===== src/rtl/alu_control_pkg.sv =====
// Shared encodings for the ALU control decoder: ALUOp classes,
// R-type function codes (low nibble) and datapath ALU operation selects.
package alu_control_pkg;

  localparam logic [1:0] ALUOP_ADD   = 2'b00;
  localparam logic [1:0] ALUOP_SUB   = 2'b01;
  localparam logic [1:0] ALUOP_RTYPE = 2'b10;
  localparam logic [1:0] ALUOP_RSVD  = 2'b11;

  localparam logic [3:0] FN_ADD = 4'b0000;
  localparam logic [3:0] FN_SUB = 4'b0010;
  localparam logic [3:0] FN_AND = 4'b0100;
  localparam logic [3:0] FN_OR  = 4'b0101;
  localparam logic [3:0] FN_NOR = 4'b0111;
  localparam logic [3:0] FN_SLT = 4'b1010;

  localparam logic [3:0] OP_AND = 4'b0000;
  localparam logic [3:0] OP_OR  = 4'b0001;
  localparam logic [3:0] OP_ADD = 4'b0010;
  localparam logic [3:0] OP_SUB = 4'b0110;
  localparam logic [3:0] OP_SLT = 4'b0111;
  localparam logic [3:0] OP_NOR = 4'b1100;

endpackage


===== src/rtl/alu_control_decode.sv =====
// Combinational decode of ALUOp and Funct into an ALU operation select.
// Unsupported combinations fall back to add and raise illegal.
module alu_control_decode
  import alu_control_pkg::*;
(
  input  logic [1:0] alu_op,
  input  logic [5:0] funct,
  output logic [3:0] op,
  output logic       illegal
);

  always_comb begin
    op      = OP_ADD;
    illegal = 1'b0;
    case (alu_op)
      ALUOP_ADD: op = OP_ADD;
      ALUOP_SUB: op = OP_SUB;
      ALUOP_RTYPE: begin
        // only the low nibble selects the operation; funct[5:4] are don't-care
        case (funct[3:0])
          FN_ADD:  op = OP_ADD;
          FN_SUB:  op = OP_SUB;
          FN_AND:  op = OP_AND;
          FN_OR:   op = OP_OR;
          FN_NOR:  op = OP_NOR;
          FN_SLT:  op = OP_SLT;
          default: begin
            op      = OP_ADD;
            illegal = 1'b1;
          end
        endcase
      end
      default: begin
        op      = OP_ADD;
        illegal = 1'b1;
      end
    endcase
  end

endmodule


===== src/rtl/alu_control.sv =====
// ALU control: registers the decoded operation select and illegal flag,
// and keeps a sticky record of any illegal decode until reset.
module alu_control
  import alu_control_pkg::*;
(
  input  logic       clk,
  input  logic       reset,
  input  logic [1:0] ALUOp,
  input  logic [5:0] Funct,
  output logic [3:0] Operation,
  output logic       Illegal,
  output logic       IllegalSeen
);

  logic [3:0] dec_op;
  logic       dec_illegal;

  alu_control_decode u_decode (
    .alu_op  (ALUOp),
    .funct   (Funct),
    .op      (dec_op),
    .illegal (dec_illegal)
  );

  always_ff @(posedge clk or posedge reset) begin
    if (reset) begin
      Operation   <= OP_ADD;
      Illegal     <= 1'b0;
      IllegalSeen <= 1'b0;
    end else begin
      Operation <= dec_op;
      Illegal   <= dec_illegal;
      if (dec_illegal)
        IllegalSeen <= 1'b1;
    end
  end

endmodule


===== config.mk =====
export PLATFORM = sky130hd
export DESIGN_NAME = alu_control
export DESIGN_NICKNAME = d
export VERILOG_FILES = /design/src/rtl/alu_control_pkg.sv /design/src/rtl/alu_control_decode.sv /design/src/rtl/alu_control.sv
export SDC_FILE = /design/constraint.sdc
export NUM_CORES = 1
export LEC_CHECK = 0
export ABC_AREA = 1
export CELL_PAD_IN_SITES_DETAIL_PLACEMENT = 0
export CELL_PAD_IN_SITES_GLOBAL_PLACEMENT = 2
export CORE_MARGIN = 1.5
export CORE_UTILIZATION = 21
export DETAILED_ROUTE_END_ITERATION = 16
export PLACE_DENSITY = 0.86
export SLEW_MARGIN = 20
export SYNTH_ARGS = -nofsm -noshare
export SYNTH_HDL_FRONTEND = slang
export SYNTH_SLANG_ARGS = --single-unit

===== constraint.sdc =====
create_clock -name clk -period 1.6 [get_ports clk]
set_input_delay 0.24 -clock clk [delete_from_list [all_inputs] [get_ports clk]]
set_output_delay 0.24 -clock clk [all_outputs]
set_load 0.01 [all_outputs]

==> flow_metrics.py <==
metrics = {
    "placement": {
        "hpwl_um": 497,
        "dp.cells": 76,
        "portBuffers": 13,
        "dp_worst_setup_slack_ps": 104,
        "place.gp.congestion": 0.630,
    },
    "sta": {
        "drv_slew": 0,
        "setup_viol": 0,
        "fmax_ghz": 0.667,
        "min_period_ps": 1500,
        "hold_slack_ps": 206,
        "clock_skew_ps": 0,
        "max_slew_margin_pct": 86.3,
        "period_share_pct": 93.7,
        "fin_tns_setup_ps": 0,
        "worst_slack_ps": 100,
        "rsz0062_at_grt": "no",
        "worstMarginPinSlew_ps": 206,
        "hold_viol": 0,
    },
    "cells_and_area": {
        "n_antenna_cell": 0,
        "area_growth_pct": 50.2,
        "drive_gt1_share_pct": 12.5,
        "num-fill-cells": 176,
        "fin_nets": 78,
        "multi_input_area_um2": 155,
        "fin_cells": 80,
        "register_area_um2": 151,
    },
    "logic_synthesis": {
        "synth_nets": 60,
        "synth_common_cells": "13 x nand2_1, 10 x inv_1, 5 x dfrtp_1, 5 x nand3_1, 5 x nor2_1",
        "syn_inst": 47,
        "synth_ff_type": "dfrtp_1",
        "synth_area_leaders": "dfrtp_1 36%, nand2_1 14%, ha_1 11%, inv_1 11%, dfstp_2 7.5%",
        "synth_area_um2": 352,
        "synth_edf_count": 0,
        "async_flop_share_pct": 100,
        "ys_seq_area_share_pct": 43.1,
        "synth_seq_cells": 6,
        "syn_area_per_cell_um2": 7.48,
        "yosys.area.top_type": "dfrtp_1",
        "yosys.area.top_type_share_pct": 35.6,
        "yosysMostFrequentCell": "nand2_1",
        "yosys_warnings": 0,
        "yosysUniqueCellTypes": 11,
    },
    "worst_setup_path": {
        "cp-start-kind": "register",
        "crit_start": "Operation[1]$_DFF_PP1_",
        "cpPeakStageDelay_ps": 520,
        "critical_path_peak_fanout": 1,
        "cp_data_required_time_ps": 1360,
        "critical_path_class": "reg2out",
        "timing.rr.start": "IllegalSeen$_DFFE_PP0P_",
        "worst_ep_arrival_time_ps": 1260,
        "crit_slowest_cell": "clkdlybuf4s50_1",
        "ff2ff_path_depth": 2,
        "crit_chain": "clkdlybuf4s50_1",
        "path_buf_inv": 1,
        "path_delay_family": "buffers and inverters",
        "crit_path_end_kind": "primary output",
        "cp.depth": 1,
    },
    "die": {
        "die_x_um": 43.9,
        "rows": 14,
        "core_um2": 1540,
        "dieArea_um2": 1930,
        "io_pins": 16,
        "fp.dieH_um": 43.9,
        "start_util_pct": 22.8,
    },
    "routing": {
        "vias_per_cell": 3.78,
        "postRouteAntennaNets": 0,
        "drc_errors": 0,
        "drtIter0Drc": 2,
        "routed_wirelength_um": 553,
        "vias": 302,
        "routedWlPerCell_um": 6.91,
        "dr.pass1.iters": 4,
    },
    "power_and_ir_drop": {
        "vdd_ir_drop_max_mv": 0.180,
        "cellLeakagePower_nw": 0.282,
        "powerDensity_nw_per_um2": 738,
        "total_power_mw": 0.390,
    },
    "clock_network": {
        "cts.sinks": 6,
        "cts_buffers": 3,
        "cts_tree": "done",
        "post-cts-setup-buffer-count": 0,
        "cts_hold_buf": 0,
        "cts_resized": 0,
        "insertion_delay_ps": 240,
        "clk_pin_slew_ps": 50,
        "htreeDepth": 1,
        "cts_buffer_depth": 2,
        "cts-root-buf": "clkbuf_4",
    },
    "run_status": {
        "status": "finished clean",
    },
    "global_route": {
        "grt_pass1_wl_um": 979,
        "antenna_found_initial": 0,
        "grt_pass1_vias": 275,
        "track_usage_pct": 7.66,
        "grt_overflow": 0,
        "grt_start_max_net_pins": 7,
    },
    "flow_run": {
        "maxCapViolCount": 0,
    },
    "hold_path": {
        "hold_path_class": "in2async",
    },
}
-- where the power goes --
group	total, mW	switching, mW	leakage (nW)	internal [mW]
Combinational	0.0800	0.0384	0.195	0.0415
Clock	0.147	0.0523	0.0150	0.0943
Sequential	0.163	0.00156	0.0720	0.162
Total	0.390	0.0923	0.282	0.297
-- state kept, by name, summed over array words and instances (netlist names) --
name	count
Operation	4
IllegalSeen	1
Illegal	1
-- layout by cell type, fill, tap and decap left out --
master	synthesis	layout
a21oi_2	1	1
clkbuf_1	0	1
clkbuf_4	0	3
clkdlybuf4s50_1	0	13
dfrtp_1	5	5
dfstp_2	1	1
ha_1	3	3
inv_1	10	10
inv_2	2	2
nand2_1	13	13
nand3_1	5	5
nor2_1	5	5
nor2_4	1	1
o21ai_1	1	1
-- worst reg2reg max path: stages (launching register included) --
cell and delay [ps]:
dfrtp_1 370, inv_1 50, nand3_1 60
-- per-layer routing --
layer  vias to the layer above  global-route usage, %  wire (um)
met5                         -                      0          0
met4                         0                   10.9         10
met3                         2                   2.50         46
met2                        12                   11.5        260
met1                       117                   6.84        235
li1                        171                      -          -
-- final cells by class --
| class | instances | area share (%) |
|---|---|---|
| multi-input combinational | 29 | 29.4 |
| timing repair buffer | 13 | 24.6 |
| tap | 16 | 3.79 |
| inverter | 12 | 8.53 |
| clock buffer | 4 | 4.98 |
| sequential | 6 | 28.7 |
-- per-stage QoR --
step	instance area, um2	util [%]
floorplan	352	-
global placement	502	32.5
detailed placement	502	32.5
CTS	528	34.3
global route	528	34.3
finish	528	34.3
-- path summary, 6_finish.rpt --
check                           slack [ps]                       to
worst max-delay path                   100             Operation[1]
worst min-delay path                   210   Operation[0]$_DFF_PP0_
worst max register to register        1010  IllegalSeen$_DFFE_PP0P_
worst min register to register         470  IllegalSeen$_DFFE_PP0P_
max in group asynchronous             1140   Operation[1]$_DFF_PP1_
min in group clk                       470  IllegalSeen$_DFFE_PP0P_
-- kinds of logic after synthesis --
group	share of synthesized area, %
compound gates	3.91
fa+ha+maj	10.7
buf+inv	12.8
simple gates	29.5
flops	43.1
(Power assumes the default switching activity.)
==> RTL change: new RTL, same flow settings <==
Reset style: synchronous (`reset`), changed in one clocked block.
--- a/src/rtl/alu_control.sv
+++ b/src/rtl/alu_control.sv
@@ -23,5 +23,5 @@
   );
 
-  always_ff @(posedge clk or posedge reset) begin
+  always_ff @(posedge clk) begin
     if (reset) begin
       Operation   <= OP_ADD;
Behaviour: differs if reset is asserted again (counterexample within 4 cycles, from zero or initial values and one cycle with reset high); with reset held inactive, the same outputs for 10 cycles.
==> RTL change against the original RTL <==
Worst hold slack better by 240 ps; synthesized area fell by 10%; routed wire length grew 2.7%; sequential cell count unchanged; global-route usage up 0.47 points; total power is 4.5% lower; combinational power is 2% lower; design area decreased by 7.8%; setup slack better by 160 ps; critical path type unchanged.
==> RTL change: results (changes against the original RTL) <==
[status] result of the run finished clean
[global_route] Total GRT Usage 8.13% [+0.47 points]
[global_route] first-pass GRT wire length 1.04 mm [+6.3%]
[drt] met1 WL 243 um [+3.4%]
[global_route] maximum number of pins on one net before global-route repair 6 [-1]
[cts] cts bufs inserted 3 [unchanged]
[power] leakage component of the power 0.238 nW [-16%]
[cells_and_area] number of standard cells in the final layout excluding fillers 75 [-6.3%]
[cells_and_area] share of the core filled with cells in the final layout 36.1% [+1.8 points]
[drt] met2 wire length 278 um [+6.9%]
[cts] clock transition at the registers of the reported paths 40 ps
[worst_setup_path] Crit path max-delay family buffers and inverters
[place] Port-buffer cells 13 [unchanged]
[synth] most frequently used flop master after synthesis dfxtp_1
[drt] DR top layer met4
[drt] number of search-and-repair iterations in the first detailed-routing pass 4 [unchanged]
[synth] proportion of synthesized flip-flops having asynchronous set or reset 0% [-100 points]
[cells_and_area] FILL cells 142 [-19%]
[cts] clock root buffer clkbuf_4
[drt] First DRT Iteration DRCs 9 [+7]
[place] cell count after placement 72 [-5.3%]
[min_path] class of the worst hold path reg -> reg
[sta] Clock Skew 0 ps [unchanged]
[worst_setup_path] cell with the largest stage delay on the worst path clkdlybuf4s50_1
[cells_and_area] largest registers in the final layout Operation (4), Illegal (1), IllegalSeen (1)
[cells_and_area] diode count 0 [unchanged]
[place] weighted congestion reported at the end of routability-driven placement 0.730 [+16%]
[drt] metal3 WL 37 um [-20%]
[synth] proportion of synthesized chip area in sequential cells 38.1% [-5.0 points]
[cts] Clk Latency, worst-skew pair 240 ps [about the same]
[cts] largest buffer count on any clock path 2 [unchanged]
[global_route] antenna violations before repair 0 [unchanged]
[cts] number of gates resized after cts 0 [unchanged]
[synth] top post-synthesis cells by count nand2_1, inv_1, dfxtp_1
[synth] Net Count, Synth 57 [-5.0%]
[global_route] number of global-route vias before repair 284 [+3.3%]
[power] largest vdd supply drop 0.000163 V [-9.7%]
[worst_setup_path] crit path DAT 1100 ps [-160 ps]
[drt] WL per Instance 7.57 um [+9.6%]
[drt] total via count after detailed routing 323 [+7.0%]
[sta] transition time at the pin with the least slew margin 229 ps [+22.8 ps]
[synth] Syn Inst Count 44 [-6.4%]
[cells_and_area] share of final-layout standard cells stronger than drive strength 1 11.7% [-0.83 points]
[synth] cells taking the most area after synthesis dfxtp_1, ha_1, nand2_1, inv_1, nand3_1
[sta] setup total negative slack 0 ps [unchanged]
[synth] number of distinct library cells after synthesis 15 [+4]
[worst_setup_path] maximum fanout count along the critical path 2 [+1]
RTL change: area by class of cell:
class                           instances  area (sq um)  share of cell area (%)
Multi-Input combinational cell         29           161                    33.2
Timing Repair Buffer                   13           130                    26.7
Sequential cell                         6           120                    24.7
Inverter                                9          33.8                    6.94
Clock buffer                            3          22.5                    4.63
Tap cell                               15          18.8                    3.86
RTL change: worst paths after layout:
path / slack (ps) / to / from / cells past startpoint
max reg2reg: 1090 / IllegalSeen$_SDFFE_PP0P_ / IllegalSeen$_SDFFE_PP0P_ / 2
max: 260 / IllegalSeen / IllegalSeen$_SDFFE_PP0P_ / 1
min reg2reg: 450 / IllegalSeen$_SDFFE_PP0P_ / IllegalSeen$_SDFFE_PP0P_ / 2
min: 450 / IllegalSeen$_SDFFE_PP0P_ / IllegalSeen$_SDFFE_PP0P_ / 2
RTL change: power breakdown:
part	switching [mW]	leakage [nW]	total [mW]	internal, mW
sequential	0.00282	0.0493	0.161	0.159
combinational	0.0352	0.175	0.0781	0.0429
clock	0.0481	0.0138	0.132	0.0844
total	0.0861	0.238	0.372	0.286
RTL change: through the flow:
stage | total power, mW | setup slack, ps | area (sq um) | hold WS, ps
after detailed placement | 0.243 | 59.1 | 464 | 446
after floorplan | 0.200 | 655 | 315 | 365
after global placement | 0.243 | 76.8 | 464 | 442
final | 0.372 | 264 | 487 | 451
after CTS | 0.379 | 255 | 487 | 452
after global routing | 0.403 | 193 | 487 | 496
RTL change: cell families (layout without fill, tap and decap cells):
| logic type | after synthesis | after routing | share of synthesized area [%] |
|---|---|---|---|
| compound gates | 5 | 5 | 10.3 |
| fa+ha+maj | 3 | 3 | 11.9 |
| buf+inv | 9 | 25 | 10.7 |
| flops | 6 | 6 | 38.1 |
| simple gates | 21 | 21 | 29.0 |
RTL change: per-layer routing:
layer / global-route usage [%] / vias to the layer above
met5: 0 / -
met4: 5.81 / 0
met3: 3.91 / 2
met2: 12.5 / 10
met1: 8.59 / 139
li1: - / 172
